===== config.mk =====
export PLATFORM = sky130hd
export DESIGN_NAME = addsub_pipe
export DESIGN_NICKNAME = d
export VERILOG_FILES = /design/src/rtl/addsub_pkg.sv /design/src/rtl/addsub_pipe_stage.sv /design/src/rtl/addsub_pipe.sv
export SDC_FILE = /design/constraint.sdc
export NUM_CORES = 1
export LEC_CHECK = 0
export ABC_AREA = 1
export CAP_MARGIN = 20
export CORE_MARGIN = 10
export CORE_UTILIZATION = 40
export DETAILED_ROUTE_END_ITERATION = 8
export PLACE_DENSITY = 0.72
export SETUP_SLACK_MARGIN = 0.05
export SYNTH_ARGS = -nofsm -noshare
export SYNTH_HDL_FRONTEND = slang
export SYNTH_SLANG_ARGS = --single-unit
export TNS_END_PERCENT = 20

===== constraint.sdc =====
create_clock -name clk -period 2.75 [get_ports clk]
set_input_delay 0.55 -clock clk [delete_from_list [all_inputs] [get_ports clk]]
set_output_delay 0.55 -clock clk [all_outputs]
set_load 0.02 [all_outputs]

===== src/rtl/addsub_pkg.sv =====
// ---------------------------------------------------------------------------
// addsub_pkg
// Shared types and helpers for the pipelined add/subtract unit.
//   addsub_op_e    : operation encoding carried with each transaction
//   addsub_flags_t : status flags {c, v, n, z} travelling with each result
//   is_sub_op      : true when operand B is inverted (subtract forms)
//   uses_carry_op  : true when carry-in comes from the chained carry register
// ---------------------------------------------------------------------------
package addsub_pkg;

    localparam int FLAGS_W = 4;

    typedef enum logic [1:0] {
        ADD  = 2'd0,
        SUB  = 2'd1,
        ADDC = 2'd2,
        SUBB = 2'd3
    } addsub_op_e;

    typedef struct packed {
        logic c;
        logic v;
        logic n;
        logic z;
    } addsub_flags_t;

    function automatic logic is_sub_op(input addsub_op_e op);
        logic res;
        case (op)
            SUB, SUBB: res = 1'b1;
            ADD, ADDC: res = 1'b0;
            default:   res = 1'b0;
        endcase
        return res;
    endfunction

    function automatic logic uses_carry_op(input addsub_op_e op);
        logic res;
        case (op)
            ADDC, SUBB: res = 1'b1;
            ADD, SUB:   res = 1'b0;
            default:    res = 1'b0;
        endcase
        return res;
    endfunction

endpackage


===== src/rtl/addsub_pipe_stage.sv =====
// ---------------------------------------------------------------------------
// addsub_pipe_stage
// One valid/ready register slice. Loads when empty or when its current
// contents leave on the same edge, so a chain of slices runs at full rate
// and bubbles collapse.
// Ports:
//   clk, reset            clock, asynchronous active-high reset
//   in_valid / in_ready   upstream handshake
//   in_data [PW-1:0]      upstream payload
//   out_valid / out_ready downstream handshake
//   out_data [PW-1:0]     registered payload
// ---------------------------------------------------------------------------
module addsub_pipe_stage #(
    parameter int PW = 8
) (
    input  logic          clk,
    input  logic          reset,
    input  logic          in_valid,
    output logic          in_ready,
    input  logic [PW-1:0] in_data,
    output logic          out_valid,
    input  logic          out_ready,
    output logic [PW-1:0] out_data
);

    logic          valid_r;
    logic [PW-1:0] data_r;
    logic          load_s;

    assign in_ready  = !valid_r || out_ready;
    assign load_s    = in_valid && in_ready;
    assign out_valid = valid_r;
    assign out_data  = data_r;

    // Slice occupancy and payload register
    always_ff @(posedge clk or posedge reset) begin
        if (reset) begin
            valid_r <= 1'b0;
            data_r  <= {PW{1'b0}};
        end else begin
            if (in_ready) begin
                valid_r <= in_valid;
            end
            if (load_s) begin
                data_r <= in_data;
            end
        end
    end

endmodule


===== src/rtl/addsub_pipe.sv =====
// ---------------------------------------------------------------------------
// addsub_pipe
// Pipelined add/subtract unit with carry/borrow chaining, optional signed
// saturation and {C,V,N,Z} flags. Slice 1 captures the operands; the
// arithmetic sits between slice 1 and slice 2; further slices only delay.
// Ports:
//   clk, reset                 clock, asynchronous active-high reset
//   in_valid / in_ready        operand handshake
//   opcode[1:0], sat_en        operation and saturation enable
//   a_in, b_in [WIDTH-1:0]     operands
//   out_valid / out_ready      result handshake
//   result [WIDTH-1:0]         registered result
//   flags [3:0]                {C, V, N, Z} aligned with result
// ---------------------------------------------------------------------------
import addsub_pkg::*;

module addsub_pipe #(
    parameter int WIDTH  = 16,
    parameter int STAGES = 2
) (
    input  logic             clk,
    input  logic             reset,
    input  logic             in_valid,
    output logic             in_ready,
    input  logic [1:0]       opcode,
    input  logic             sat_en,
    input  logic [WIDTH-1:0] a_in,
    input  logic [WIDTH-1:0] b_in,
    output logic             out_valid,
    input  logic             out_ready,
    output logic [WIDTH-1:0] result,
    output logic [3:0]       flags
);

    localparam int S1W = 2 + 1 + 2 * WIDTH;     // {opcode, sat_en, a, b}
    localparam int SNW = WIDTH + FLAGS_W;       // {result, flags}
    localparam logic [WIDTH-1:0] SMAX = {1'b0, {(WIDTH-1){1'b1}}};
    localparam logic [WIDTH-1:0] SMIN = {1'b1, {(WIDTH-1){1'b0}}};

    // vld_s[k]/rdy_s[k]: handshake into slice k; index STAGES is the output port
    logic           vld_s [STAGES+1];
    logic           rdy_s [STAGES+1];
    logic [SNW-1:0] dat_s [1:STAGES];

    logic [S1W-1:0] s1_din_s;
    logic [S1W-1:0] s1_dout_s;

    addsub_op_e      op_s;
    logic            sat_s;
    logic [WIDTH-1:0] a_s;
    logic [WIDTH-1:0] b_s;
    logic [WIDTH-1:0] b_eff_s;
    logic            cin_s;
    logic [WIDTH:0]  raw_s;
    logic            ovf_s;
    logic [WIDTH-1:0] res_s;
    addsub_flags_t   flg_s;
    logic            carry_r;

    assign s1_din_s = {opcode, sat_en, a_in, b_in};

    assign vld_s[0]      = in_valid;
    assign in_ready      = rdy_s[0];
    assign rdy_s[STAGES] = out_ready;
    assign out_valid     = vld_s[STAGES];
    assign result        = dat_s[STAGES][SNW-1:FLAGS_W];
    assign flags         = dat_s[STAGES][FLAGS_W-1:0];

    generate
        for (genvar k = 0; k < STAGES; k++) begin : g_stage
            if (k == 0) begin : g_first
                addsub_pipe_stage #(.PW(S1W)) u_stage (
                    .clk       (clk),
                    .reset     (reset),
                    .in_valid  (vld_s[0]),
                    .in_ready  (rdy_s[0]),
                    .in_data   (s1_din_s),
                    .out_valid (vld_s[1]),
                    .out_ready (rdy_s[1]),
                    .out_data  (s1_dout_s)
                );
            end else begin : g_rest
                addsub_pipe_stage #(.PW(SNW)) u_stage (
                    .clk       (clk),
                    .reset     (reset),
                    .in_valid  (vld_s[k]),
                    .in_ready  (rdy_s[k]),
                    .in_data   (dat_s[k]),
                    .out_valid (vld_s[k+1]),
                    .out_ready (rdy_s[k+1]),
                    .out_data  (dat_s[k+1])
                );
            end
        end
    endgenerate

    assign op_s  = addsub_op_e'(s1_dout_s[S1W-1 -: 2]);
    assign sat_s = s1_dout_s[2*WIDTH];
    assign a_s   = s1_dout_s[2*WIDTH-1 -: WIDTH];
    assign b_s   = s1_dout_s[WIDTH-1:0];

    // Add/subtract, overflow detection, saturation and flag generation
    always_comb begin
        b_eff_s = b_s;
        cin_s   = 1'b0;
        if (is_sub_op(op_s)) begin
            b_eff_s = ~b_s;
        end else begin
            b_eff_s = b_s;
        end
        // Plain SUB supplies the +1 of two's complement; chained forms take the stored carry
        if (uses_carry_op(op_s)) begin
            cin_s = carry_r;
        end else begin
            cin_s = is_sub_op(op_s);
        end
        raw_s = {1'b0, a_s} + {1'b0, b_eff_s} + {{WIDTH{1'b0}}, cin_s};
        // Signed overflow: like-signed addends producing a differently-signed sum
        ovf_s = (a_s[WIDTH-1] == b_eff_s[WIDTH-1]) && (raw_s[WIDTH-1] != a_s[WIDTH-1]);
        if (sat_s && ovf_s) begin
            if (a_s[WIDTH-1]) begin
                res_s = SMIN;
            end else begin
                res_s = SMAX;
            end
        end else begin
            res_s = raw_s[WIDTH-1:0];
        end
        flg_s.c = raw_s[WIDTH];
        flg_s.v = ovf_s;
        flg_s.n = res_s[WIDTH-1];
        flg_s.z = (res_s == {WIDTH{1'b0}});
        dat_s[1] = {res_s, flg_s};
    end

    // Chained carry: captured as each op leaves slice 1, so it always belongs
    // to the op accepted immediately before the one now in slice 1
    always_ff @(posedge clk or posedge reset) begin
        if (reset) begin
            carry_r <= 1'b0;
        end else if (vld_s[1] && rdy_s[1]) begin
            carry_r <= raw_s[WIDTH];
        end
    end

endmodule

==> qor.txt <==
Outcome: complete, no violations
Crit Path Class: reg -> reg
Worst vdd ir: 0.350 mV
Port Buf Inserts: 60
CTS Sinks: 56
Main combinational cell family by area after synthesis: simple AND/OR/NAND/NOR gates
Routed Antenna Nets: 0
Ys async rst share: 100%
Post-synthesis register bit count: 56
Post-Synth Adder-Cell Area: 6.59%
Site Rows: 33
Max-cap violation count: 0
Post-synth EDFFs: 0
RePlAce Congestion: 0.843
Drt first pass iters: 5
Leakage power: 2.08 nW
CTS tree: done
Via count: 2711
Max Clock Freq: 0.381 GHz
RSZ-0062 raised after global routing: true
Grt total ovfl: 0
Drc violations: 0
Antenna cell count: 0
Number of fill cells in the layout: 744
DR WL/cell: 14.3 um
Synth Area in Simple Gates: 18.9%
Setup crit start kind: register
Die area: 12800 um^2
Clock slew at reported path FFs: 0.11 ns
Syn. warnings: 0
Synth Instances: 381
Commonest non-fill, non-tap cell in the layout: nand2_1
Crit path max fanout: 8
DPL Wire Length: 6.18 mm
Final-stage net count: 503
Max Clock Skew: 0.0136 ns
Dpl cells: 528
Fin crit period: 2.63 ns
GRT Total Usage: 11.8%
Worst skew pair latency: 0.31 ns
Worst-Margin Slew: 0.638 ns
Req. time, crit path: 3.01 ns
Horiz. Die Dim: 113 um
Syn_nets: 437
Main synth FF type: dfrtp_1
Initial antenna violation count: 0
Largest net degree at the start of global routing: 41
Share of cells above drive strength 1: 25.7%
Pwr dens: 968 nW/um^2
Critical path data arrival time: 2.89 ns
Die H: 113 um
Final period util: 95.5%
Synth Area per Inst: 9.07 um^2
First-pass GRT wire length: 12.7 mm
Commonest non-fill, non-tap cells in the layout: 67 x nand2_1, 60 x clkdlybuf4s50_1, 55 x dfrtp_1
Post-Layout Cell Count: 553
Drt initial violations: 95
Core Region: 8300 um^2
Clock Path Buffers: 2
Core Util, Final: 54.3%
Final Setup Violations: 0
Complex-gate fraction of the synthesized area: 7.93%
Initial Util: 41.6%
Cell Area, Synth: 3460 um^2
Seq/Total Area, Yosys: 40.6%
I/O pin count: 61
Final slew viol count: 0
CTS Hold Bufs: 0
Crit path capture type: register
Worst slew margin: 57.4%
Vias in the first global route: 2690
CTS buffer count: 5
Final hold violation count: 0
Synthesized-area fraction occupied by xor and xnor cells: 6.59%
Clock root buffer: clkbuf_8
Unique cell type count in the Yosys netlist: 38
Worst hold path type: reg -> reg
Syn-to-layout area delta: 30.3%
Multiplexer area fraction after synthesis: 10.1%
Post-Route WL: 7.90 mm
Via density: 4.90
CTS HTree Levels: 2
## cells in the mapped netlist, drive strengths merged (2+ instances only)
cell | n | area [um^2]
nand2 | 81 | 342
dfrtp | 56 | 1400
nor2 | 36 | 143
inv | 32 | 120
mux2 | 31 | 349
a21oi | 24 | 131
buf | 23 | 178
xor2 | 22 | 193
nand3 | 16 | 90.1
ha | 15 | 188
o21ai | 11 | 55.1
clkbuf | 6 | 22.5
a31oi | 4 | 25.0
nand4 | 4 | 46.3
xnor2 | 4 | 35.0
a21o | 2 | 15.0
and2 | 2 | 15.0
fa | 2 | 40.0
nor3 | 2 | 10.0
o21a | 2 | 15.0
## state kept, by name, summed over array words and instances, names as in the netlist
name	flops
g_stage.g_first.u_stage.out_data	35
g_stage.g_rest.u_stage.out_data	19
g_stage.g_rest.u_stage.out_valid	1
g_stage.g_first.u_stage.out_valid	1
## worst paths after layout
| check | from | end | slack (ns) | cells after the start |
|---|---|---|---|---|
| min in group asynchronous | reset | g_stage[0].g_first.u_stage.out_data[16]$_DFFE_PP0P_ | 0.64 | 2 |
| max reg2reg | g_stage[0].g_first.u_stage.out_data[33]$_DFFE_PP0P_ | g_stage[1].g_rest.u_stage.out_data[0]$_DFFE_PP0P_ | 0.12 | 15 |
| min | g_stage[1].g_rest.u_stage.out_data[4]$_DFFE_PP0P_ | g_stage[1].g_rest.u_stage.out_data[4]$_DFFE_PP0P_ | 0.50 | 1 |
| max | g_stage[0].g_first.u_stage.out_data[33]$_DFFE_PP0P_ | g_stage[1].g_rest.u_stage.out_data[0]$_DFFE_PP0P_ | 0.12 | 15 |
| max in group asynchronous | reset | g_stage[1].g_rest.u_stage.out_data[11]$_DFFE_PP0P_ | 1.54 | 3 |
| min reg2reg | g_stage[1].g_rest.u_stage.out_data[4]$_DFFE_PP0P_ | g_stage[1].g_rest.u_stage.out_data[4]$_DFFE_PP0P_ | 0.50 | 1 |
## layout make-up
class                   instances  area (um^2)  area share (%)
multi-input cells             263         1880            41.7
flip-flops and latches         56         1400            31.1
repair buffers                 88          856            19.0
well taps                     105          131            2.92
inverters                      33          126            2.81
clock buffers                   6         72.6            1.61
clock inverters                 2         35.0           0.778
## critical path: stages, from the launching register on
cell and delay (ns):
dfrtp_2 0.47, buf_8 0.16, xor2_1 0.16, ha_1 0.33, a21oi_2 0.19, nand2_2 0.11, a21oi_4 0.22, nand2_4 0.09
nand2_4 0.08, nand4_4 0.14, buf_6 0.18, nand2_1 0.08, nand4_1 0.10, nor2_1 0.12, nand2_1 0.06, nand2_1 0.07
## power breakdown
part	internal [W]	switching [W]
clock network	0.000271	0.000275
logic	0.00120	0.00143
registers	0.00104	0.000144
## through the flow
step | setup TNS [ns] | hold slack, ns | instance area (um^2) | setup slack (ns) | total power (W)
after floorplan | 0 | 0.450 | 3460 | 0.0959 | 0.00291
after global placement | 0 | 0.471 | 4080 | 0.0808 | 0.00346
after detailed placement | 0 | 0.481 | 4080 | 0.0697 | 0.00349
after CTS | 0 | 0.506 | 4190 | 0.0504 | 0.00404
after global routing | -0.0863 | 0.530 | 4500 | -0.0721 | 0.00471
final | 0 | 0.498 | 4500 | 0.124 | 0.00436
## repair_timing
| action | CTS | global route |
|---|---|---|
| pin swaps | 0 | 19 |
| resized for setup | 1 | 43 |
| buffers inserted | 0 | 16 |
| endpoints found under the setup margin | 1 | 13 |
| cloned | 0 | 1 |
## logic make-up (layout without fill, tap and decap cells)
group                      after synthesis  in the layout
AOI/OAI and AO/OA                       47             47
adders and majority gates               17             17
DFF                                     56             56
and+or+nand+nor                        142            142
xor gates and xnor gates                26             26
buffers and inverters                   62            129
muxes                                   31             31
## per-layer routing
metal / GRT usage (%) / vias up / share of wire, %
met2: 19.7 / 70 / 49
met3: 2.69 / 9 / 4.9
met5: 0 / - / 0
met4: 2.96 / 0 / 1.2
met1: 14.9 / 1275 / 45
li1: - / 1357 / -
Note: power is estimated with default switching activity, not from simulation.
